`config.mk`:
```
export PLATFORM = sky130hd
export DESIGN_NAME = ahb_lite_nslave_ic
export DESIGN_NICKNAME = d
export VERILOG_FILES = /design/src/rtl/ahb_lite_nslave_ic.sv
export SDC_FILE = /design/constraint.sdc
export NUM_CORES = 1
export LEC_CHECK = 0
export CAP_MARGIN = 20
export CORE_AREA = 2 2 133 135
export CTS_CLUSTER_DIAMETER = 120
export DETAILED_ROUTE_END_ITERATION = 16
export DIE_AREA = 0 0 135 137
export PLACE_DENSITY = 0.56
export SETUP_SLACK_MARGIN = 0.1
export SYNTH_ARGS = -nofsm -noshare
export SYNTH_HDL_FRONTEND = slang
export SYNTH_SLANG_ARGS = --single-unit
```
`constraint.sdc`:
```
create_clock -name HCLK -period 1.9 [get_ports HCLK]
set_clock_uncertainty 0.15 [all_clocks]
set_input_delay 0.38 -clock HCLK [delete_from_list [all_inputs] [get_ports HCLK]]
set_output_delay 0.38 -clock HCLK [all_outputs]
set_load 0.03 [all_outputs]
```
`src/rtl/ahb_lite_nslave_ic.sv`:
```
// ---------------------------------------------------------------------------
// ahb_lite_nslave_ic
//
// Single-master AHB-Lite interconnect for NUM_SLAVES slaves. The address
// phase is decoded combinationally against per-slave base/mask pairs, and
// the master's address/control/write-data are broadcast to every slave.
// Data-phase responses are multiplexed back from the slave captured in the
// previous accepted address phase. Unmapped active transfers receive a
// two-cycle ERROR from an internal default slave. An optional watchdog
// aborts a data phase that a slave stalls for TIMEOUT cycles, answers the
// master with ERROR and isolates (quarantines) that slave until software
// clears it.
//
// Ports
//   HCLK, HRESETn          clock, synchronous active-low reset
//   HADDR..HWDATA          master address phase / write data (inputs)
//   HRDATA, HREADY, HRESP  response to master
//   hsel_s                 one-hot (or zero) slave select
//   haddr_s..hwdata_s      broadcast copies of the master signals
//   hready_s               copy of HREADY for the slaves
//   hready_resp_s, hresp_s, hrdata_s   packed per-slave responses
//   timeout_clr            pulse clearing timeout_err and quarantine
//   timeout_err            sticky watchdog flag
//   quarantine             mask of isolated slaves
// ---------------------------------------------------------------------------
module ahb_lite_nslave_ic #(
  parameter int                        NUM_SLAVES = 4,
  parameter int                        DATA_W     = 32,
  parameter logic [NUM_SLAVES*32-1:0]  SLV_BASE   = {32'h3000_0000, 32'h2000_0000,
                                                     32'h1000_0000, 32'h0000_0000},
  parameter logic [NUM_SLAVES*32-1:0]  SLV_MASK   = {NUM_SLAVES{32'hF000_0000}},
  parameter int                        TIMEOUT    = 16
) (
  input  logic                         HCLK,
  input  logic                         HRESETn,
  input  logic [31:0]                  HADDR,
  input  logic [1:0]                   HTRANS,
  input  logic                         HWRITE,
  input  logic [2:0]                   HSIZE,
  input  logic [2:0]                   HBURST,
  input  logic [3:0]                   HPROT,
  input  logic                         HMASTLOCK,
  input  logic [DATA_W-1:0]            HWDATA,
  output logic [DATA_W-1:0]            HRDATA,
  output logic                         HREADY,
  output logic                         HRESP,
  output logic [NUM_SLAVES-1:0]        hsel_s,
  output logic [31:0]                  haddr_s,
  output logic [1:0]                   htrans_s,
  output logic                         hwrite_s,
  output logic [2:0]                   hsize_s,
  output logic [2:0]                   hburst_s,
  output logic [3:0]                   hprot_s,
  output logic                         hmastlock_s,
  output logic [DATA_W-1:0]            hwdata_s,
  output logic                         hready_s,
  input  logic [NUM_SLAVES-1:0]        hready_resp_s,
  input  logic [2*NUM_SLAVES-1:0]      hresp_s,
  input  logic [NUM_SLAVES*DATA_W-1:0] hrdata_s,
  input  logic                         timeout_clr,
  output logic                         timeout_err,
  output logic [NUM_SLAVES-1:0]        quarantine
);

  // Index NUM_SLAVES stands for the internal default slave.
  localparam int              SEL_W   = $clog2(NUM_SLAVES + 1);
  localparam logic [SEL_W-1:0] DEF_SEL = SEL_W'(NUM_SLAVES);
  localparam int              CNT_W   = (TIMEOUT > 0) ? $clog2(TIMEOUT + 1) : 1;

  typedef enum logic [1:0] {
    NORM = 2'd0,
    ERR1 = 2'd1,
    ERR2 = 2'd2
  } rsp_state_e;

  rsp_state_e          state_r;
  rsp_state_e          state_next_s;
  logic [SEL_W-1:0]    dec_sel_s;
  logic [SEL_W-1:0]    dp_sel_r;
  logic                dp_act_r;
  logic                dp_real_s;
  logic                mux_ready_s;
  logic                mux_resp_s;
  logic [DATA_W-1:0]   mux_rdata_s;
  logic                hready_int_s;
  logic                hresp_int_s;
  logic [DATA_W-1:0]   hrdata_int_s;
  logic                err_capture_s;
  logic                wd_expire_s;
  logic                terr_s;
  logic [NUM_SLAVES-1:0] quar_s;

  // Broadcast of the master address phase and write data.
  assign haddr_s     = HADDR;
  assign htrans_s    = HTRANS;
  assign hwrite_s    = HWRITE;
  assign hsize_s     = HSIZE;
  assign hburst_s    = HBURST;
  assign hprot_s     = HPROT;
  assign hmastlock_s = HMASTLOCK;
  assign hwdata_s    = HWDATA;

  // Address decode; scanning from the top down lets the lowest matching index win.
  always_comb begin
    dec_sel_s = DEF_SEL;
    for (int i = NUM_SLAVES - 1; i >= 0; i--) begin
      dec_sel_s = (((HADDR & SLV_MASK[i*32 +: 32]) == SLV_BASE[i*32 +: 32]) && !quar_s[i])
                  ? SEL_W'(i) : dec_sel_s;
    end
  end

  // One-hot slave select derived from the decoded index.
  always_comb begin
    hsel_s = '0;
    for (int i = 0; i < NUM_SLAVES; i++) begin
      hsel_s[i] = (dec_sel_s == SEL_W'(i));
    end
  end

  // Data-phase target and activity, captured only when the bus advances.
  always_ff @(posedge HCLK) begin
    if (!HRESETn) begin
      dp_sel_r <= DEF_SEL;
      dp_act_r <= 1'b0;
    end else if (hready_int_s) begin
      dp_sel_r <= dec_sel_s;
      dp_act_r <= HTRANS[1];
    end else begin
      dp_sel_r <= dp_sel_r;
      dp_act_r <= dp_act_r;
    end
  end

  assign dp_real_s = (dp_sel_r != DEF_SEL);

  // Response multiplexer selecting the data-phase slave.
  always_comb begin
    mux_ready_s = 1'b1;
    mux_resp_s  = 1'b0;
    mux_rdata_s = '0;
    for (int i = 0; i < NUM_SLAVES; i++) begin
      if (dp_sel_r == SEL_W'(i)) begin
        mux_ready_s = hready_resp_s[i];
        mux_resp_s  = |hresp_s[2*i +: 2];
        mux_rdata_s = hrdata_s[i*DATA_W +: DATA_W];
      end else begin
        mux_ready_s = mux_ready_s;
        mux_resp_s  = mux_resp_s;
        mux_rdata_s = mux_rdata_s;
      end
    end
  end

  // Master-facing response; the error states override the slave mux.
  always_comb begin
    hready_int_s = 1'b1;
    hresp_int_s  = 1'b0;
    hrdata_int_s = '0;
    case (state_r)
      ERR1: begin
        hready_int_s = 1'b0;
        hresp_int_s  = 1'b1;
      end
      ERR2: begin
        hready_int_s = 1'b1;
        hresp_int_s  = 1'b1;
      end
      NORM: begin
        if (dp_real_s) begin
          hready_int_s = mux_ready_s;
          hresp_int_s  = mux_resp_s;
          hrdata_int_s = mux_rdata_s;
        end else begin
          hready_int_s = 1'b1;
          hresp_int_s  = 1'b0;
          hrdata_int_s = '0;
        end
      end
      default: begin
        hready_int_s = 1'b1;
        hresp_int_s  = 1'b0;
        hrdata_int_s = '0;
      end
    endcase
  end

  assign HREADY   = hready_int_s;
  assign hready_s = hready_int_s;
  assign HRESP    = hresp_int_s;
  assign HRDATA   = hrdata_int_s;

  // An active transfer to the default slave being accepted this cycle means
  // its data phase starts in ERR1, giving exactly one wait state.
  assign err_capture_s = hready_int_s & (dec_sel_s == DEF_SEL) & HTRANS[1];

  // Response FSM next state.
  always_comb begin
    state_next_s = state_r;
    case (state_r)
      NORM: begin
        if (err_capture_s || wd_expire_s) begin
          state_next_s = ERR1;
        end else begin
          state_next_s = NORM;
        end
      end
      ERR1: state_next_s = ERR2;
      ERR2: begin
        if (err_capture_s) begin
          state_next_s = ERR1;
        end else begin
          state_next_s = NORM;
        end
      end
      default: state_next_s = NORM;
    endcase
  end

  // Response FSM state register.
  always_ff @(posedge HCLK) begin
    if (!HRESETn) begin
      state_r <= NORM;
    end else begin
      state_r <= state_next_s;
    end
  end

  if (TIMEOUT > 0) begin : g_wd
    logic [CNT_W-1:0]      wd_cnt_r;
    logic                  stall_s;
    logic                  terr_r;
    logic [NUM_SLAVES-1:0] quar_r;
    logic [NUM_SLAVES-1:0] dp_onehot_s;

    assign stall_s     = (state_r == NORM) & dp_act_r & dp_real_s & ~mux_ready_s;
    assign wd_expire_s = stall_s & (wd_cnt_r == CNT_W'(TIMEOUT - 1));
    assign dp_onehot_s = NUM_SLAVES'(1) << dp_sel_r;

    // Stall counter: cleared whenever the bus advances, saturating at TIMEOUT.
    always_ff @(posedge HCLK) begin
      if (!HRESETn) begin
        wd_cnt_r <= '0;
      end else if (hready_int_s) begin
        wd_cnt_r <= '0;
      end else if (stall_s && (wd_cnt_r != CNT_W'(TIMEOUT))) begin
        wd_cnt_r <= wd_cnt_r + CNT_W'(1);
      end else begin
        wd_cnt_r <= wd_cnt_r;
      end
    end

    // Sticky flag and quarantine mask; an expiry beats a simultaneous clear.
    always_ff @(posedge HCLK) begin
      if (!HRESETn) begin
        terr_r <= 1'b0;
        quar_r <= '0;
      end else if (wd_expire_s) begin
        terr_r <= 1'b1;
        quar_r <= (timeout_clr ? '0 : quar_r) | dp_onehot_s;
      end else if (timeout_clr) begin
        terr_r <= 1'b0;
        quar_r <= '0;
      end else begin
        terr_r <= terr_r;
        quar_r <= quar_r;
      end
    end

    assign terr_s = terr_r;
    assign quar_s = quar_r;
  end else begin : g_no_wd
    logic unused_clr_s;
    assign unused_clr_s = timeout_clr;
    assign wd_expire_s  = 1'b0;
    assign terr_s       = 1'b0;
    assign quar_s       = '0;
  end

  assign timeout_err = terr_s;
  assign quarantine  = quar_s;

endmodule

```
==> impl_metrics.prom <==
# TYPE chip_impl_metric gauge
chip_impl_info{name="outcome",value="complete, but fails checks"} 1
chip_impl_info{name="failing_checks",value="setup timing"} 1
chip_impl_metric{name="clockBufferDepth",unit=""} 2
chip_impl_metric{name="detail_route.wirelength",unit="um"} 14260
chip_impl_metric{name="gpl.final_weighted_congestion",unit=""} 0.7688
chip_impl_metric{name="via_count_of_the_first_global_routing_pass",unit=""} 3535
chip_impl_metric{name="wl_per_cell",unit="um"} 18.92
chip_impl_metric{name="grt_antenna_before_repair",unit=""} 1
chip_impl_metric{name="globalRouteOverflowTotal",unit=""} 0
chip_impl_metric{name="synth_compound_area_share",unit="%"} 22.48
chip_impl_metric{name="setup-tns-final",unit="ns"} -10.94
chip_impl_metric{name="synth_sequential_area_ratio",unit="%"} 12.57
chip_impl_metric{name="antennaDiodeCount",unit=""} 0
chip_impl_info{name="root_buffer",value="clkbuf_16"} 1
chip_impl_metric{name="drv_cap",unit=""} 0
chip_impl_metric{name="cell_internal_pwr",unit="mW"} 1.373
chip_impl_metric{name="power.density",unit="nW/um^2"} 333.4
chip_impl_metric{name="pwr-share-clk",unit="%"} 23.1
chip_impl_metric{name="ys_seq_elements",unit=""} 16
chip_impl_info{name="hold_path_class",value="flop to flop"} 1
chip_impl_metric{name="sequential_cell_area",unit="sq um"} 330.3
chip_impl_metric{name="ctsHtreeMaxLevel",unit=""} 1
chip_impl_metric{name="maxSlewViolCount",unit=""} 0
chip_impl_metric{name="netlist-cell-type-count",unit=""} 45
chip_impl_info{name="yosysTopAreaCell",value="buf_4"} 1
chip_impl_metric{name="synth_adder_area_share",unit="%"} 3.927
chip_impl_metric{name="critPathMaxFanout",unit=""} 4
chip_impl_metric{name="synthSimpleGateAreaFrac",unit="%"} 15.61
chip_impl_metric{name="syn-cell-area",unit="sq um"} 2549
chip_impl_metric{name="number_of_filler_instances_in_the_final_layout",unit=""} 1703
chip_impl_metric{name="finalCriticalPeriod",unit="ns"} 2.261
chip_impl_metric{name="synth-warning-count",unit=""} 0
chip_impl_metric{name="asyncSetResetFlopFracSynth",unit="%"} 0
chip_impl_metric{name="floorplan.die_area",unit="sq um"} 18500
chip_impl_metric{name="syn_to_final_growth",unit="%"} 137.4
chip_impl_metric{name="place.port_buffers",unit=""} 196
chip_impl_metric{name="ios",unit=""} 343
chip_impl_metric{name="setup_viol_count_final",unit=""} 50
chip_impl_metric{name="final.setup.worst_slack",unit="ns"} -0.3610
chip_impl_info{name="synth_top_family_by_area",value="buffers and inverters"} 1
chip_impl_metric{name="clkTransAtPathRegs",unit="ns"} 0.05
chip_impl_metric{name="fp.dieH",unit="um"} 137
chip_impl_metric{name="worst_ep_required_time",unit="ns"} 1.37
chip_impl_info{name="grt_setup_unrepaired",value="true"} 1
chip_impl_metric{name="power.static_leakage",unit="nW"} 2.330
chip_impl_metric{name="sequentialPowerShare",unit="%"} 17.4
chip_impl_info{name="yosys.cell_count.top_type",value="buf_4"} 1
chip_impl_metric{name="design.core.area",unit="sq um"} 17060
chip_impl_metric{name="drive_above_1_share",unit="%"} 56.71
chip_impl_metric{name="drt_first_iter_violations",unit=""} 69
chip_impl_info{name="worst_setup_path_end_kind",value="output port"} 1
chip_impl_metric{name="drc_viols",unit=""} 0
chip_impl_metric{name="syn_area_per_cell",unit="sq um"} 7.452
chip_impl_info{name="crit_path_start_kind",value="flop"} 1
chip_impl_info{name="ys.flop_type",value="dfxtp_1"} 1
chip_impl_info{name="path_class",value="flop to output port"} 1
chip_impl_metric{name="dr_total_vias",unit=""} 3275
chip_impl_metric{name="edff_count_synth",unit=""} 0
chip_impl_metric{name="finalNonFillerCells",unit=""} 754
chip_impl_metric{name="multi_input_comb_area",unit="sq um"} 2246
chip_impl_info{name="cts_tree",value="yes"} 1
chip_impl_metric{name="relSlewSlack",unit="%"} 73.62
chip_impl_metric{name="pin_count_of_the_biggest_net_entering_global_routing",unit=""} 21
chip_impl_metric{name="layout_worst_path_cycle_share",unit="%"} 119.0
chip_impl_metric{name="dpl.cell_count",unit=""} 709
chip_impl_metric{name="ir_worst_vdd",unit="uV"} 281.8
chip_impl_info{name="synthTopCellsByArea",value="buf_4 (24%), mux2_2 (14%), dfxtp_1 (13%)"} 1
chip_impl_metric{name="swShare",unit="%"} 31.91
chip_impl_metric{name="rows",unit=""} 48
chip_impl_metric{name="synth_top_area_share",unit="%"} 23.56
chip_impl_metric{name="gate_power_share",unit="%"} 59.4
chip_impl_metric{name="clkSinkCount",unit=""} 16
chip_impl_info{name="yosys-top-cells-count",value="buf_4 (80), nor2_1 (36), o21ai_0 (36)"} 1
chip_impl_metric{name="cts_inserted_buffers",unit=""} 3
chip_impl_metric{name="grtUsageTotal",unit="%"} 13.99
chip_impl_metric{name="worst_pin_slew",unit="ns"} 0.3927
chip_impl_metric{name="hold_violations",unit=""} 0
chip_impl_metric{name="viasPerCell",unit=""} 4.344
chip_impl_metric{name="detailedRoute.firstPassIterationCount",unit=""} 4
chip_impl_metric{name="power.net_switching",unit="mW"} 0.6435
chip_impl_metric{name="synth_mux_area_share",unit="%"} 16.89
chip_impl_metric{name="worst_ep_arrival_time",unit="ns"} 1.73
chip_impl_metric{name="floorplan.die.width",unit="um"} 135
chip_impl_metric{name="synthCells",unit=""} 342
chip_impl_metric{name="nets",unit=""} 759
chip_impl_metric{name="insertion_delay",unit="ns"} 0.25
chip_impl_metric{name="wire_length_of_the_first_global_routing_pass",unit="um"} 19930
chip_impl_metric{name="start_util",unit="%"} 14.94
chip_impl_metric{name="place_hpwl",unit="um"} 9544
chip_impl_metric{name="fmax",unit="MHz"} 442.3
chip_impl_metric{name="synth_xor_area_share",unit="%"} 0
chip_impl_metric{name="synthesis.nets",unit=""} 571
chip_impl_metric{name="ant_nets",unit=""} 0
## worst max-delay path: stages (launching register included)
cell and delay [ns]:
dfxtp_4 0.36, buf_12 0.13, nand2b_4 0.16, buf_6 0.13, o221a_4 0.26, buf_6 0.12, a21oi_4 0.17, buf_6 0.16
## power groups by stage
stage	Sequential, mW	Combinational, mW	Clock, mW
floorplan	0.359	0.649	0
global placement	0.359	0.882	0
detailed placement	0.359	0.893	0
CTS	0.351	1.11	0.472
global route	0.353	1.27	0.494
finish	0.352	1.20	0.466
## path summary, 6_finish.rpt
path                            slack (ns)                       end                      from  cells past startpoint
worst min register to register        0.33  timeout_err$_SDFFE_PN0P_  timeout_err$_SDFFE_PN0P_                      2
worst min-delay path                  0.33  timeout_err$_SDFFE_PN0P_  timeout_err$_SDFFE_PN0P_                      2
worst max register to register       -0.14  dp_sel_r[2]$_SDFFE_PN1P_     state_r[1]$_SDFF_PN0_                     10
worst max-delay path                 -0.36                  hready_s  dp_sel_r[1]$_SDFFE_PN0P_                      7
## cell type report
cell class	instances	share of cell area [%]
Inverter	11	0.6825
Multi-Input combinational cell	214	37.13
Clock buffer	4	1.468
Sequential cell	16	5.460
Tap cell	225	4.654
Timing Repair Buffer	284	50.61
## cell families after synthesis
| kind of cell | after synthesis |
|---|---|
| mux | 39 |
| fa+ha+maj | 8 |
| flops | 16 |
| simple gates | 78 |
| compound gates | 89 |
| buf+inv | 112 |
## state kept, by name, summed over array words and instances (netlist names)
name           flops
quarantine         4
state_r            2
dp_sel_r           3
timeout_err        1
g_wd.wd_cnt_r      5
dp_act_r           1
## cells in the final DEF (no fill, tap or decap), drive strengths merged, types with 2 or more instances in the layout
cell | netlist | routed
buf | 86 | 132
a211oi | 5 | 5
or3 | 2 | 2
clkbuf | 15 | 8
mux2 | 32 | 32
o21ai | 36 | 36
or4 | 3 | 3
clkdlybuf4s50 | 0 | 141
ha | 8 | 8
nand2b | 3 | 3
a21oi | 3 | 3
nor3 | 4 | 4
nor2b | 2 | 2
o31ai | 3 | 3
dfxtp | 16 | 16
nand2 | 7 | 7
nand3 | 2 | 2
nor4 | 2 | 2
o22ai | 32 | 32
nand4 | 3 | 3
mux2i | 7 | 7
dlygate4sd2 | 0 | 5
dlymetal6s2s | 0 | 2
nand3b | 5 | 5
nor3b | 2 | 2
o41ai | 2 | 2
inv | 11 | 11
nor2 | 36 | 36
## routing by layer
| metal | vias to the layer above | part of all wire, % | track usage (%) | wire (um) |
|---|---|---|---|---|
| met3 | 20 | 8.5 | 4.593 | 1208 |
| met4 | 2 | 1.7 | 3.241 | 236 |
| met1 | 1538 | 39 | 15.76 | 5545 |
| met2 | 187 | 51 | 25.55 | 7258 |
| met5 | - | 0.091 | 0 | 13 |
| li1 | 1528 | - | - | - |
## stage by stage
stage	total power [mW]	hold slack, ns	cell area, sq um	worst slack, ns	utilization [%]
2_1_floorplan	1.008	0.3293	2696	-0.1880	-
3_3_place_gp	1.241	0.3132	4638	-0.5277	27.19
3_5_place_dp	1.252	0.3246	4638	-0.5258	27.19
4_1_cts	1.934	0.3419	5619	-0.3977	32.94
5_1_grt	2.112	0.3826	6050	-0.4146	35.47
6_report	2.017	0.3291	6050	-0.3610	35.47
## timing repair
item | CTS | global route
cloned | 4 | 3
hold buffers | 0 | 0
setup buffers | 27 | 10
pin swaps | 38 | 55
resized for setup | 262 | 85
endpoints found under the setup margin | 59 | 53
Note: power is estimated with default switching activity, not from simulation.
